[config.mk]
export PLATFORM = sky130hd
export DESIGN_NAME = spi_resp_slave
export DESIGN_NICKNAME = d
export VERILOG_FILES = /design/src/rtl/spi_resp_slave.sv
export SDC_FILE = /design/constraint.sdc
export NUM_CORES = 1
export LEC_CHECK = 0
export CAP_MARGIN = 0
export CORE_MARGIN = 2
export CORE_UTILIZATION = 50
export CTS_CLUSTER_SIZE = 10
export DETAILED_ROUTE_END_ITERATION = 16
export PLACE_DENSITY = 0.8
export SLEW_MARGIN = 40
export SYNTH_ARGS = -nofsm -noshare
export SYNTH_HDL_FRONTEND = slang
export SYNTH_SLANG_ARGS = --single-unit
[constraint.sdc]
create_clock -name clk_i -period 4.1 [get_ports clk_i]
set_input_delay 0.615 -clock clk_i [delete_from_list [all_inputs] [get_ports clk_i]]
set_output_delay 0.615 -clock clk_i [all_outputs]
set_load 0.03 [all_outputs]
[src/rtl/spi_resp_slave.sv]
// Full-duplex SPI responder: oversamples sclk/cs/mosi in the clk_i domain, assembles
// LSB-first frames into rx_data_o and shifts a preloaded response word out on miso_o.
module spi_resp_slave #(
  parameter int DATA_W      = 12,
  parameter int SYNC_STAGES = 2
) (
  input  logic              clk_i,
  input  logic              rst_n,
  input  logic              sclk_i,
  input  logic              cs_i,
  input  logic              mosi_i,
  output logic              miso_o,
  input  logic [DATA_W-1:0] tx_data_i,
  input  logic              tx_load_i,
  output logic              tx_ready_o,
  output logic [DATA_W-1:0] rx_data_o,
  output logic              rx_valid_o,
  output logic              frame_err_o
);

  localparam int CNT_W = $clog2(DATA_W + 1);
  localparam logic [CNT_W-1:0] CNT_LAST = CNT_W'(DATA_W - 1);

  typedef enum logic [1:0] {
    IDLE   = 2'd0,
    ACTIVE = 2'd1,
    FINISH = 2'd2
  } state_t;

  logic [SYNC_STAGES-1:0] sclk_sync_q, cs_sync_q, mosi_sync_q;
  logic                   sclk_dly_q, cs_dly_q;
  logic                   sclk_s, cs_s, mosi_s;
  logic                   sclk_rise, sclk_fall, cs_rise, cs_fall;

  state_t            state_q, state_d;
  logic [CNT_W-1:0]  cnt_q, cnt_d;
  logic [DATA_W-1:0] tx_sr_q, tx_sr_d;
  logic [DATA_W-1:0] rx_sr_q, rx_sr_d;
  logic [DATA_W-1:0] tx_buf_q, tx_buf_d;
  logic              tx_full_q, tx_full_d;
  logic              miso_q, miso_d;
  logic [DATA_W-1:0] rx_data_q, rx_data_d;
  logic              rx_valid_q, rx_valid_d;
  logic              frame_err_q, frame_err_d;

  // cs synchronizer presets high so a released reset never looks like a frame start
  always_ff @(posedge clk_i or negedge rst_n) begin
    if (!rst_n) begin
      sclk_sync_q <= '0;
      cs_sync_q   <= '1;
      mosi_sync_q <= '0;
      sclk_dly_q  <= 1'b0;
      cs_dly_q    <= 1'b1;
    end else begin
      sclk_sync_q <= {sclk_sync_q[SYNC_STAGES-2:0], sclk_i};
      cs_sync_q   <= {cs_sync_q[SYNC_STAGES-2:0], cs_i};
      mosi_sync_q <= {mosi_sync_q[SYNC_STAGES-2:0], mosi_i};
      sclk_dly_q  <= sclk_s;
      cs_dly_q    <= cs_s;
    end
  end

  assign sclk_s    = sclk_sync_q[SYNC_STAGES-1];
  assign cs_s      = cs_sync_q[SYNC_STAGES-1];
  assign mosi_s    = mosi_sync_q[SYNC_STAGES-1];
  assign sclk_rise = sclk_s & ~sclk_dly_q;
  assign sclk_fall = ~sclk_s & sclk_dly_q;
  assign cs_rise   = cs_s & ~cs_dly_q;
  assign cs_fall   = ~cs_s & cs_dly_q;

  always_ff @(posedge clk_i or negedge rst_n) begin
    if (!rst_n) begin
      state_q     <= IDLE;
      cnt_q       <= '0;
      tx_sr_q     <= '0;
      rx_sr_q     <= '0;
      tx_buf_q    <= '0;
      tx_full_q   <= 1'b0;
      miso_q      <= 1'b0;
      rx_data_q   <= '0;
      rx_valid_q  <= 1'b0;
      frame_err_q <= 1'b0;
    end else begin
      state_q     <= state_d;
      cnt_q       <= cnt_d;
      tx_sr_q     <= tx_sr_d;
      rx_sr_q     <= rx_sr_d;
      tx_buf_q    <= tx_buf_d;
      tx_full_q   <= tx_full_d;
      miso_q      <= miso_d;
      rx_data_q   <= rx_data_d;
      rx_valid_q  <= rx_valid_d;
      frame_err_q <= frame_err_d;
    end
  end

  always_comb begin
    state_d     = state_q;
    cnt_d       = cnt_q;
    tx_sr_d     = tx_sr_q;
    rx_sr_d     = rx_sr_q;
    tx_buf_d    = tx_buf_q;
    tx_full_d   = tx_full_q;
    miso_d      = miso_q;
    rx_data_d   = rx_data_q;
    rx_valid_d  = 1'b0;
    frame_err_d = 1'b0;

    case (state_q)
      IDLE: begin
        if (cs_fall) begin
          state_d   = ACTIVE;
          cnt_d     = '0;
          rx_sr_d   = '0;
          miso_d    = 1'b0;
          tx_sr_d   = tx_full_q ? tx_buf_q : '0;
          tx_full_d = 1'b0;
        end
      end
      ACTIVE: begin
        if (cs_rise) begin
          state_d     = IDLE;
          frame_err_d = 1'b1;
          rx_sr_d     = '0;
          tx_sr_d     = '0;
          miso_d      = 1'b0;
        end else if (sclk_rise) begin
          miso_d  = tx_sr_q[0];
          tx_sr_d = tx_sr_q >> 1;
        end else if (sclk_fall) begin
          rx_sr_d = {mosi_s, rx_sr_q[DATA_W-1:1]};
          cnt_d   = cnt_q + 1'b1;
          if (cnt_q == CNT_LAST) begin
            state_d    = FINISH;
            rx_data_d  = rx_sr_d;
            rx_valid_d = 1'b1;
            miso_d     = 1'b0;
          end
        end
      end
      FINISH: begin
        if (cs_s) state_d = IDLE;
      end
      default: state_d = IDLE;
    endcase

    // evaluated after the cs-fall consume so a same-cycle load lands in the next frame
    if (tx_load_i && !tx_full_q) begin
      tx_buf_d  = tx_data_i;
      tx_full_d = 1'b1;
    end
  end

  assign miso_o      = (state_q == ACTIVE) ? miso_q : 1'b0;
  assign tx_ready_o  = ~tx_full_q;
  assign rx_data_o   = rx_data_q;
  assign rx_valid_o  = rx_valid_q;
  assign frame_err_o = frame_err_q;

endmodule
==> results.json, run 1 <==
{
  "outcome": "finished clean",
  "netSwitchingFraction_pct": 26.75,
  "p_comb_share_pct": 20.3,
  "drc_errors": 0,
  "syn2layout_area_growth_pct": 19.83,
  "postCtsSetupRepairBufs": 0,
  "start_util_pct": 51.05,
  "finalCritPeriodShare_pct": 65.71,
  "hold_class": "input pin to async pin",
  "final_layout_size_suffix_gt1_share_pct": 26.53,
  "netlist_area_um2": 2776,
  "slew_violations": 0,
  "antenna_found_initial": 0,
  "crit_path_top_delay_cell": "clkdlybuf4s50_1",
  "fmax_mhz": 371.2,
  "final-setup-viol-count": 0,
  "root_buffer": "clkbuf_8",
  "peakVddDrop_v": 0.0003292,
  "ys_ff_latch": 65,
  "critPathLaunchType": "flop",
  "die_x_um": 78.52,
  "hold_viol_final": 0,
  "via_count": 1664,
  "regArea_um2": 1630,
  "finalSetupTns_ns": 0,
  "maxSlewHeadroom_pct": 49.95,
  "drtIter0Drc": 73,
  "hold_buffers": 0,
  "powerDensity_nw_per_um2": 523.5,
  "ys_warn_count": 0,
  "final_cell_mix": "dfrtp_1 (62), mux2_2 (32), clkdlybuf4s50_1 (32), inv_1 (14), a22o_1 (11)",
  "syn_inst": 204,
  "grt_first_pass_wirelength_um": 8038,
  "grt-ovfl-total": 0,
  "hpwl_um": 3246,
  "critPathMaxStageDelay_ns": 0.69,
  "yosysSeqAreaShare_pct": 58.72,
  "drtPass1Iterations": 4,
  "drt-total-wl_um": 4646,
  "worstSetupPathType": "flop to output pin",
  "p_leak_nw": 1.490,
  "final_common_cell": "dfrtp_1",
  "grt_setup_unrepaired": "no",
  "rows": 27,
  "tightest_slew_ns": 0.7507,
  "internal_power_w": 0.001276,
  "period_needed_ns": 2.694,
  "clock_sinks": 65,
  "crit_chain": "nand2b_1 -> nor2_1 -> clkdlybuf4s50_1",
  "cts_buffers": 9,
  "maxCapViolCount": 0,
  "viasPerCell": 5.249,
  "cts_tree": "yes",
  "wire_per_inst_um": 14.66,
  "path_clk_slew_ns": 0.07,
  "postRouteAntennaNets": 0,
  "crit_path_max_fanout": 10,
  "cts_buffer_depth": 2,
  "die_h_um": 78.52,
  "antennaDiodeCount": 0,
  "grt_pass1_vias": 1694,
  "multi_input_area_um2": 1017,
  "power_frac_clock_pct": 30.0,
  "worst_ep_required_time_ns": 3.48,
  "ys_top_cells_by_area": "dfrtp_1 (56%), mux2_2 (13%), mux2_4 (4.3%)",
  "worstSetupEndpointType": "output pin",
  "seq_power_share_pct": 49.7,
  "clock_skew_ns": 0.008000,
  "layout.nets": 261,
  "r2r_start": "cs_sync_q[1]",
  "io_buffers": 33,
  "fin_area_um2": 3327,
  "core_um2": 5439,
  "syn-num-nets": 225,
  "synth_top_area_share_pct": 55.88,
  "ios": 34,
  "grtUsageTotal_pct": 17.39,
  "r2r.worst_path.cells": 4,
  "crit_arrival_ns": 2.08,
  "p_switching_w": 0.0004658,
  "yosysTopAreaCell": "dfrtp_1",
  "htree_levels": 3,
  "place_area_um2": 3138,
  "cts_resized": 0,
  "clock_latency_ns": 0.34,
  "grt_max_degree": 35,
  "syn_avg_cell_area_um2": 13.61,
  "die-area_um2": 6165,
  "crit_start": "state_q[1]",
  "fill_cells": 435,
  "synth_cell_types": 34,
  "place.gp.congestion": 0.8491
}
flip-flops by register name, indices dropped and copies added, names as in the netlist:
| name | flops |
|---|---|
| rx_data_o | 12 |
| tx_buf_q | 12 |
| tx_sr_q | 12 |
| rx_sr_q | 11 |
| cnt_q | 4 |
| cs_sync_q | 2 |
| mosi_sync_q | 2 |
| sclk_sync_q | 2 |
| state_q | 2 |
| cs_dly_q | 1 |
| frame_err_o | 1 |
| miso_q | 1 |
| rx_valid_o | 1 |
| sclk_dly_q | 1 |
| tx_full_q | 1 |
cells in the mapped netlist:
cell type,number
buf_4,5
o21bai_1,1
nor3_1,6
clkbuf_1,1
a211oi_1,1
nand4b_1,3
a311oi_1,1
nand2b_1,1
inv_1,14
a22o_1,11
buf_2,3
dfstp_2,3
a32o_1,1
nor4_4,1
or3b_1,1
a21o_1,2
mux2_2,32
a31oi_1,1
nand4bb_1,1
a31o_2,1
mux2_4,8
nor2_1,6
nand2_1,10
xnor2_1,2
nand3b_1,1
mux2i_1,7
a21oi_1,1
nor2b_1,3
buf_6,2
o21ai_0,6
a21oi_2,2
dfrtp_1,62
and2_1,1
ha_1,3
worst max-delay path, delay by kind of cell (launching register included):
family,cells,cell delay (ns)
buffers and inverters,1,0.69
AND/OR/NAND/NOR,2,0.56
flip-flops,1,0.49
stage by stage:
step	std cells	hold WS (ns)	util (%)	total power [W]	worst slack, ns
detailed placement	301	0.3347	57.69	0.001236	1.631
finish	317	0.3130	61.17	0.001742	1.406
global route	317	0.3542	61.17	0.001851	1.270
global placement	300	0.3347	57.51	0.001213	1.619
floorplan	204	0.3194	-	0.001132	2.273
CTS	317	0.3228	61.17	0.001765	1.405
layer usage:
| layer | GRT usage (%) | up-vias | part of all wire [%] |
|---|---|---|---|
| li1 | - | 789 | - |
| met3 | 6.092 | 12 | 4.4 |
| met2 | 26.07 | 47 | 47 |
| met1 | 21.95 | 816 | 46 |
| met4 | 9.649 | 0 | 2.3 |
| met5 | 0 | - | 0 |
area by class of cell:
| type | count | area share, % |
|---|---|---|
| sequential | 65 | 49.00 |
| timing repair buffer | 36 | 10.46 |
| clock inverter | 3 | 1.203 |
| tap | 72 | 2.708 |
| clock buffer | 13 | 4.475 |
| multi-input combinational | 114 | 30.58 |
| inverter | 14 | 1.580 |
power by group through the flow:
stage	registers, W	logic (W)	clock network (W)
2_1_floorplan	0.000845	0.000287	0
3_3_place_gp	0.000869	0.000344	0
3_5_place_dp	0.000879	0.000357	0
4_1_cts	0.000869	0.000359	0.000536
5_1_grt	0.000885	0.000394	0.000573
6_report	0.000866	0.000353	0.000523
path summary, 6_finish.rpt:
path,end,slack (ns)
max,miso_o,1.41
min,rx_data_o[6],0.31
max reg2reg,rx_sr_q[1],1.62
min reg2reg,mosi_sync_q[1],0.35
max in group asynchronous,mosi_sync_q[1],2.90
min in group clk_i,mosi_sync_q[1],0.35
cells by family (layout without fill, tap and decap cells):
kind of cell	after synthesis	after routing	share of synthesized area, %
buffers and inverters	25	66	4.732
and+or+nand+nor	34	34	7.076
xor gates and xnor gates	2	2	0.6310
AOI/OAI and AO/OA	28	28	7.661
muxes	47	47	19.83
DFF	65	65	58.72
adders and majority gates	3	3	1.352
(Power assumes the default switching activity.)
==> run 2, diff against run 1 <==
Clock period 4.1 ns to 2.6 ns, I/O delays scaled along.
==> results.json, run 2 (synthesized netlist as in run 1, its figures left out) <==
{
  "grt_pass1_vias": 1746,
  "finalCritPeriodShare_pct": 96.83,
  "layout.nets": 267,
  "peakVddDrop_v": 0.0005402,
  "crit_path_max_fanout": 10,
  "drt-total-wl_um": 4614,
  "core_um2": 5439,
  "hold_viol_final": 0,
  "io_buffers": 33,
  "period_needed_ns": 2.517,
  "postRouteAntennaNets": 0,
  "final_layout_size_suffix_gt1_share_pct": 28.11,
  "die_h_um": 78.52,
  "clock_skew_ns": 0.005936,
  "syn2layout_area_growth_pct": 21.18,
  "wire_per_inst_um": 14.37,
  "drtPass1Iterations": 4,
  "worst_ep_required_time_ns": 2.21,
  "tightest_slew_ns": 0.5824,
  "path_clk_slew_ns": 0.06,
  "viasPerCell": 5.234,
  "worstSetupEndpointType": "output pin",
  "crit_arrival_ns": 2.13,
  "grt_max_degree": 26,
  "slew_violations": 0,
  "cts_tree": "yes",
  "fin_area_um2": 3364,
  "grt_first_pass_wirelength_um": 8142,
  "worstSetupPathType": "flop to output pin",
  "clock_latency_ns": 0.34,
  "finalSetupTns_ns": 0,
  "rows": 27,
  "powerDensity_nw_per_um2": 815.4,
  "final_common_cell": "dfrtp_1",
  "antenna_found_initial": 0,
  "r2r.worst_path.cells": 5,
  "grt_setup_unrepaired": "no",
  "drc_errors": 0,
  "maxCapViolCount": 0,
  "start_util_pct": 51.05,
  "cts_buffers": 9,
  "clock_sinks": 65,
  "hpwl_um": 3309,
  "maxSlewHeadroom_pct": 61.17,
  "outcome": "finished clean",
  "die-area_um2": 6165,
  "htree_levels": 3,
  "postCtsSetupRepairBufs": 0,
  "ff2ff_setup_slack_ns": 0.53,
  "hold_buffers": 0,
  "hold_class": "input pin to async pin",
  "root_buffer": "clkbuf_8",
  "drtIter0Drc": 83,
  "antennaDiodeCount": 0,
  "place.gp.congestion": 0.8269,
  "grt-ovfl-total": 0,
  "via_count": 1680,
  "p_leak_nw": 1.513,
  "fmax_mhz": 397.2,
  "place_area_um2": 3181,
  "final-setup-viol-count": 0,
  "final_cell_mix": "dfrtp_1 (62), mux2_2 (32), clkdlybuf4s50_1 (32), inv_1 (14), a22o_1 (11)",
  "cts_resized": 0,
  "hold_ws_ns": 0.04961,
  "cts_buffer_depth": 2,
  "critPathLaunchType": "flop",
  "die_x_um": 78.52,
  "ios": 34,
  "grtUsageTotal_pct": 17.24
}
==> run 2: cell types whose count changed in the layout (fill, tap and decap cells not counted) <==
cell | previous run | this run
buf_4 | 3 | 9
nor2b_2 | 1 | 0
nor2b_1 | 2 | 3
clkbuf_1 | 3 | 1
clkinvlp_4 | 0 | 1
clkinv_2 | 2 | 1
==> run 2: worst max-delay path: stages (launching register included) <==
cell	delay, ns
dfrtp_1	0.49
nand2b_1	0.38
nor2_1	0.23
clkdlybuf4s50_1	0.69
==> run 2: final cells by class <==
class	count	area, um^2
fill	436	2074
multi-input combinational	114	1015
sequential	65	1630
clock buffer	11	141.4
timing repair buffer	42	392.9
inverter	14	52.55
tap	72	90.09
clock inverter	3	42.54
==> run 2: metal layers <==
metal / wire [um] / global-route usage, %
met1: 2117 / 21.35
met2: 2217 / 27.78
met3: 188 / 3.793
met4: 91 / 10.00
met5: 0 / 0
==> run 2: path summary, 6_finish.rpt <==
| check | start | end |
|---|---|---|
| worst max-delay path | state_q[1] | miso_o |
| worst min-delay path | rst_n | cnt_q[3] |
| worst max register to register | state_q[1] | tx_sr_q[7] |
| worst min register to register | mosi_sync_q[0] | mosi_sync_q[1] |
| max in group asynchronous | rst_n | miso_q |
| min in group clk_i | mosi_sync_q[0] | mosi_sync_q[1] |
==> run 2: power by group <==
group	switching, W	total [W]	internal [W]
clock	0.000356	0.000812	0.000457
sequential	0.000131	0.00136	0.00123
combinational	0.000243	0.000570	0.000328
==> run 2: per-stage QoR <==
stage	utilization (%)	total power (W)	instances	setup WS, ns
floorplan	-	0.001785	204	0.7727
global placement	58.48	0.001928	307	0.5344
detailed placement	58.48	0.001958	307	0.4614
CTS	61.86	0.002777	321	0.09979
global route	61.86	0.002899	321	0.01756
finish	61.86	0.002743	321	0.08255
